### config.mk
export PLATFORM = sky130hd
export DESIGN_NAME = cable50_tx
export DESIGN_NICKNAME = d
export VERILOG_FILES = /design/src/rtl/cable50_pkg.sv /design/src/rtl/cable50_sync2.sv /design/src/rtl/cable50_tx.sv
export SDC_FILE = /design/constraint.sdc
export NUM_CORES = 1
export LEC_CHECK = 0
export CORE_UTILIZATION = 51
export CTS_CLUSTER_DIAMETER = 120
export CTS_CLUSTER_SIZE = 30
export DETAILED_ROUTE_END_ITERATION = 10
export PLACE_DENSITY = 0.85
export SYNTH_ARGS = -nofsm -noshare
export SYNTH_HDL_FRONTEND = slang
export SYNTH_SLANG_ARGS = --single-unit
### constraint.sdc
create_clock -name clk -period 4.44 [get_ports clk]
set_clock_uncertainty 0.05 [all_clocks]
set_input_delay 0.888 -clock clk [delete_from_list [all_inputs] [get_ports clk]]
set_output_delay 0.888 -clock clk [all_outputs]
set_load 0.03 [all_outputs]
### src/rtl/cable50_pkg.sv
// Shared definitions for the 50-pin ribbon-cable transmitter: FSM states,
// widths and the connector pin assignment.
package cable50_pkg;

    localparam int CBL_DATA_W = 32;
    localparam int TMO_W      = 16;

    // Connector pin map (1-based pin numbers on the ribbon)
    localparam int PIN_DATA_LO = 1;
    localparam int PIN_DATA_HI = 32;
    localparam int PIN_PAR     = 33;
    localparam int PIN_STB     = 34;
    localparam int PIN_ACK     = 35;
    localparam int PIN_GND_LO  = 36;
    localparam int PIN_GND_HI  = 50;

    typedef enum logic [2:0] {
        IDLE    = 3'd0,
        SETUP   = 3'd1,
        STROBE  = 3'd2,
        RELEASE = 3'd3,
        ERROR   = 3'd4
    } state_t;

endpackage

### src/rtl/cable50_sync2.sv
// Two-flop synchroniser for the asynchronous ACK pin.
module cable50_sync2 (
    input  logic clk,
    input  logic rst_n,
    input  logic d,
    output logic q
);

    logic meta;

    always_ff @(posedge clk or negedge rst_n) begin
        if (!rst_n) begin
            meta <= 1'b0;
            q    <= 1'b0;
        end else begin
            meta <= d;
            q    <= meta;
        end
    end

endmodule

### src/rtl/cable50_tx.sv
// 4-phase strobe/ack transmitter driving a 50-pin ribbon cable.
// Optional odd parity on the PAR pin when CABLE50_TX_PARITY_EN is defined.
module cable50_tx
    import cable50_pkg::*;
#(
    parameter int SETUP_CYC   = 2,
    parameter int TIMEOUT_CYC = 1023
) (
    input  logic                  clk,
    input  logic                  rst_n,
    input  logic [CBL_DATA_W-1:0] wr_data,
    input  logic                  wr_valid,
    output logic                  wr_ready,
    output logic [CBL_DATA_W-1:0] cbl_data,
    output logic                  cbl_par,
    output logic                  cbl_stb,
    input  logic                  cbl_ack,
    output logic                  err,
    input  logic                  err_clr
);

    localparam logic [TMO_W-1:0] SETUP_LAST = TMO_W'(SETUP_CYC - 1);
    localparam logic [TMO_W-1:0] TMO_LAST   = TMO_W'(TIMEOUT_CYC - 1);
    localparam logic [TMO_W-1:0] CNT_ONE    = TMO_W'(1);

    state_t           state, state_d;
    logic [TMO_W-1:0] cnt, cnt_d;
    logic             stb_d, err_d, load, ack_s, armed;

    cable50_sync2 u_ack_sync (
        .clk   (clk),
        .rst_n (rst_n),
        .d     (cbl_ack),
        .q     (ack_s)
    );

    // armed keeps ready low until the first edge after reset release
    assign wr_ready = armed && (state == IDLE);

    always_comb begin
        state_d = state;
        cnt_d   = cnt;
        stb_d   = cbl_stb;
        err_d   = err;
        load    = 1'b0;
        case (state)
            IDLE: begin
                if (armed && wr_valid) begin
                    load    = 1'b1;
                    cnt_d   = '0;
                    state_d = SETUP;
                end
            end
            SETUP: begin
                // a stale ACK from the previous word holds off the setup count
                if (ack_s) begin
                    cnt_d = '0;
                end else if (cnt == SETUP_LAST) begin
                    cnt_d   = '0;
                    stb_d   = 1'b1;
                    state_d = STROBE;
                end else begin
                    cnt_d = cnt + CNT_ONE;
                end
            end
            STROBE: begin
                if (ack_s) begin
                    cnt_d   = '0;
                    stb_d   = 1'b0;
                    state_d = RELEASE;
                end else if (cnt == TMO_LAST) begin
                    cnt_d   = cnt + CNT_ONE;
                    stb_d   = 1'b0;
                    err_d   = 1'b1;
                    state_d = ERROR;
                end else begin
                    cnt_d = cnt + CNT_ONE;
                end
            end
            RELEASE: begin
                if (!ack_s) begin
                    state_d = IDLE;
                end else if (cnt == TMO_LAST) begin
                    cnt_d   = cnt + CNT_ONE;
                    err_d   = 1'b1;
                    state_d = ERROR;
                end else begin
                    cnt_d = cnt + CNT_ONE;
                end
            end
            ERROR: begin
                stb_d = 1'b0;
                if (err_clr) begin
                    err_d   = 1'b0;
                    state_d = IDLE;
                end
            end
            default: begin
                stb_d   = 1'b0;
                state_d = IDLE;
            end
        endcase
    end

    always_ff @(posedge clk or negedge rst_n) begin
        if (!rst_n) begin
            state    <= IDLE;
            cnt      <= '0;
            cbl_stb  <= 1'b0;
            err      <= 1'b0;
            armed    <= 1'b0;
            cbl_data <= '0;
        end else begin
            state   <= state_d;
            cnt     <= cnt_d;
            cbl_stb <= stb_d;
            err     <= err_d;
            armed   <= 1'b1;
            if (load) begin
                cbl_data <= wr_data;
            end
        end
    end

`ifdef CABLE50_TX_PARITY_EN
    always_ff @(posedge clk or negedge rst_n) begin
        if (!rst_n) begin
            cbl_par <= 1'b0;
        end else if (load) begin
            cbl_par <= ~(^wr_data);
        end
    end
`else
    assign cbl_par = 1'b0;
`endif

endmodule

# Yosys cells after proc, flatten, opt, wreduce, memory -nomap -nowiden
# Index checks and enable logic that the tools add are counted.
# op_classes
n_mux	26
bitwise	1
magnitude_cmp	0
n_div	0
n_addsub	1
mul	0
shifts	0
eq_ne	13
reduce_logical	10
# ops
cell	count
2-to-1 mux 16 bit	5
case mux 16 bit (4 select lines)	1
2-to-1 mux 3 bit	7
adder 16 x 1 -> 16 bit, second input constant	1
== test 16 x 1 -> 1 bit, second input constant	1
== test 16 x 10 -> 1 bit, second input constant	1
case mux 3 bit (5 select lines)	1
AND reduction 4 bit	3
2-to-1 mux 1 bit	10
!= test 2 bit, second input constant	4
== test 3 x 2 -> 1 bit, second input constant	2
case mux 1 bit (3 select lines)	2
!= test 2 x 1 -> 1 bit, second input constant	2
nonzero test 4 bit	1
== test 3 x 1 -> 1 bit, second input constant	1
== test 3 bit, second input constant	1
logical NOT 3 bit	1
!= test 3 x 2 -> 1 bit, second input constant	1
AND reduction 3 bit	1
nonzero test 3 bit	1
logical AND 1 bit	2
OR reduction 2 bit	1
NOT 1 bit	1
# totals
rom_bits	0
elab_cells	59
register_bits	56
n_memories	0
out_inout_bits	36
ramBits	0
input_bits	37
latchBits	0

# Depth between registers and ports, before layout
# logic_depth
depth_word	4
depth_mapped	8
mapped_depth_nobuf	7

# Cells and area by module
# Synthesis repeated with hierarchy kept, for this count alone.
# hier_totals
hier_cells	216
hier_area_um2	2591.2
# modules_own_cells
mod	seq_area_each_um2	area_each_um2	n_inst	cells_per_inst
cable50_tx	1351.3	2541.2	1	214
cable50_sync2	50.0	50.0	1	2

# Worst setup path before layout
# No wires, ideal clock.
# synth_timing
path_type	flip-flop to output port
start	register state[1]
end	output port wr_ready
arrival_ps	1075
path_buffers	1
slack_ps	2427
required_time_ps	3502
path_stages_with_launch	3
cell_sequence	dfrtp_1 -> buf_4 -> nor4b_4
# synth_via
elab_chain_len	2
# synth_rtl
item	line	rtl
start: declaration	cable50_tx.sv:26	state_t state, state_d;
start signal: assignment	cable50_tx.sv:114	state <= state_d;
logical NOT 3 bit	cable50_tx.sv:38	assign wr_ready = armed && (state == IDLE);
logical AND 1 bit	cable50_tx.sv:38	
end: declaration	cable50_tx.sv:13	output logic wr_ready,
# Every way passes these cells.

# Worst setup path in the final report
# Same ends and word-level chain as after synthesis.

==> results.sh <==
export IMPL_p_int_mw=1.28
export IMPL_synth_simple_gate_area_frac=0.158
export IMPL_crit_path_cell_trace="nor4b_4 > clkdlybuf4s50_1"
export IMPL_antenna_found_initial=0
export IMPL_first_global_vias=1932
export IMPL_overflow=0
export IMPL_power_leakage_nw=1.44
export IMPL_port_buffers=71
export IMPL_die_area_sq_um=5350
export IMPL_numCtsBuffers=5
export IMPL_slew_viol_final=0
export IMPL_yosysSeqAreaShare=0.542
export IMPL_p_sw_uw=888
export IMPL_ir_worst_vdd_mv=0.502
export IMPL_dp_hpwl_mm=3.91
export IMPL_chipWidth_um=73.2
export IMPL_worst_hold_path_type="flop to flop"
export IMPL_gp_congestion=0.801
export IMPL_synth_warnings=0
export IMPL_cts_sinks=56
export IMPL_timing_worst_setup_path_type="flop to output pin"
export IMPL_maxCapViolCount=0
export IMPL_hold_buffers=0
export IMPL_yosys_area_top_type="dfrtp_1"
export IMPL_cp_max_fo=13
export IMPL_hold_violations=0
export IMPL_wirelength_mm=5.27
export IMPL_ios=73
export IMPL_total_power_mw=2.17
export IMPL_max_freq_ghz=0.344
export IMPL_syn_inst=212
export IMPL_synthToLayoutAreaGrowth_pct=32.2
export IMPL_synth_fp_nets=252
export IMPL_initial_core_util=0.540
export IMPL_finalSetupTns_ps=0
export IMPL_crit_path_end_kind="output pin"
export IMPL_clkPwrFrac=0.131
export IMPL_power_frac_seq=0.376
export IMPL_yosysMostFrequentCell="dfrtp_1"
export IMPL_synth_compound_area_share=0.0722
export IMPL_max_slew_margin=0.506
export IMPL_drcViolationCount=0
export IMPL_n_fill_cell=336
export IMPL_num_antenna_cells=0
export IMPL_synth_top_family_by_area="simple AND/OR/NAND/NOR gates"
export IMPL_hold_ws_ps=323
export IMPL_worst_slew_pin_slew_ps=735
export IMPL_synth_edf_count=0
export IMPL_grt_pass1_wl_mm=8.77
export IMPL_comb_power_share=0.493
export IMPL_cts_tree="built"
export IMPL_syn_avg_cell_area_sq_um=12.2
export IMPL_synth_mux_area_frac=0.143
export IMPL_seqCellArea_sq_um=1400
export IMPL_yosysUniqueCellTypes=50
export IMPL_dieHeight_um=73.2
export IMPL_grt_max_degree=36
export IMPL_clock_latency_ps=300
export IMPL_drt_iter0_markers=120
export IMPL_avgViaCountPerCell=5.38
export IMPL_synthAdderAreaFrac=0.0145
export IMPL_async_flop_share=1.00
export IMPL_core_sq_um=4790
export IMPL_synth_top_area_share=0.542
export IMPL_crit_arrival_ps=1970
export IMPL_firstDrtPassIters=4
export IMPL_min_period_ps=2910
export IMPL_crit_buf_inv=1
export IMPL_cts_path_max_buffers=2
export IMPL_antenna_left=0
export IMPL_root_buffer="clkbuf_8"
export IMPL_finalSetupViolCount=0
export IMPL_post_cts_buffers=0
export IMPL_netlist_area_sq_um=2580
export IMPL_wl_per_cell_um=15.1
export IMPL_synth_commonest_cells="56 x dfrtp_1, 30 x mux2_1, 15 x nor2_1"
export IMPL_fin_crit_sh=0.656
export IMPL_path_clk_slew_ps=90
export IMPL_drive_gt1_frac=0.0709
export IMPL_cp_slowest_stage_delay_ps=730
export IMPL_crit_family="buffers and inverters"
export IMPL_swShare=0.410
export IMPL_multi_input_area_sq_um=1100
export IMPL_ctsResizeCount=0
export IMPL_cpMaxStageDelayCell="clkdlybuf4s50_1"
export IMPL_htree_levels=2
export IMPL_required_ps=3500
export IMPL_yosys_area_share_xor_xnor=0.0339
export IMPL_core_rowCount=25
export IMPL_synth_main_ff_cell="dfrtp_1"
export IMPL_fin_nets=321
export IMPL_cp_start_kind="flop"
export IMPL_vias=1877
export IMPL_status="finished, final reports clean"
export IMPL_powerDensity_nw_per_um2=635
export IMPL_ys_ff_latch=56
export IMPL_rsz0062_at_grt="false"
export IMPL_synthTopCellsByArea="dfrtp_1 54%, mux2_1 13%, xor2_1 2.7%"
export IMPL_grt_use_total=0.218
[through the flow]
stage,util,cells,worst slack [ps],cell area (sq um)
detailed placement,0.694,341,1580,3320
finish,0.714,349,1530,3420
global placement,0.694,341,1620,3320
global route,0.714,349,1460,3420
CTS,0.714,349,1520,3420
floorplan,-,212,2430,2580
[final timing paths]
path | from | end | slack [ps] | depth (start not counted)
setup / recovery | state[1] | wr_ready | 1530 | 2
hold / removal | u_ack_sync.meta | u_ack_sync.q | 320 | 0
setup reg to reg | cnt[2] | cnt[13] | 2100 | 5
hold reg to reg | u_ack_sync.meta | u_ack_sync.q | 320 | 0
max in group asynchronous | rst_n | cnt[14] | 3040 | 2
min in group asynchronous | rst_n | cbl_data[20] | 470 | 1
[registers in the layout (all words and copies together) (netlist names)]
register and count:
state 3, err 1, u_ack_sync.meta 1, u_ack_sync.q 1, armed 1, cnt 16, cbl_data 32, cbl_stb 1
[power groups by stage]
stage | Sequential, mW | Clock (mW) | Combinational (mW)
6_report | 0.815 | 0.284 | 1.07
5_1_grt | 0.839 | 0.307 | 1.14
4_1_cts | 0.818 | 0.290 | 1.08
3_5_place_dp | 0.826 | 0 | 1.08
3_3_place_gp | 0.812 | 0 | 1.06
2_1_floorplan | 1.09 | 0 | 0.381
[logic make-up (layout without fill, tap and decap cells)]
logic type / after synthesis / after routing
mux: 33 / 33
flops: 56 / 56
other cells: 2 / 2
simple gates: 68 / 68
buf+inv: 16 / 86
xor+xnor: 10 / 10
compound gates: 24 / 24
fa+ha+maj: 3 / 3
[cell usage in the layout (no fill, tap or decap), types with 2 or more instances in the layout]
cell type        count
o21ai_1              3
buf_4                2
a31oi_1              2
ha_1                 3
inv_1                5
clkdlybuf4s50_1     70
xnor2_1              2
nand2_1             11
o22a_1               2
clkbuf_8             6
nand4_1             10
a21oi_1              4
o22ai_1              2
and3_1               7
nand2b_1             3
xor2_1               8
dfrtp_1             56
nor4_1               2
nor2_1              15
nand3_1              5
nor4_2               2
conb_1               2
mux2_1              30
mux2_2               2
[cell type report]
class,instances,area share
well taps,67,0.0245
repair buffers,73,0.211
inverters,5,0.00549
clock buffers,7,0.0253
clock inverters,1,0.00220
flip-flops and latches,56,0.410
multi-input cells,140,0.321
[per-layer routing]
| metal | vias up | GRT usage | part of all wire |
|---|---|---|---|
| li1 | 888 | - | - |
| met2 | 58 | 0.384 | 0.52 |
| met5 | - | 0 | 0 |
| met4 | 0 | 0.0523 | 0.0093 |
| met1 | 925 | 0.259 | 0.41 |
| met3 | 6 | 0.0663 | 0.065 |
(Power assumes the default switching activity.)
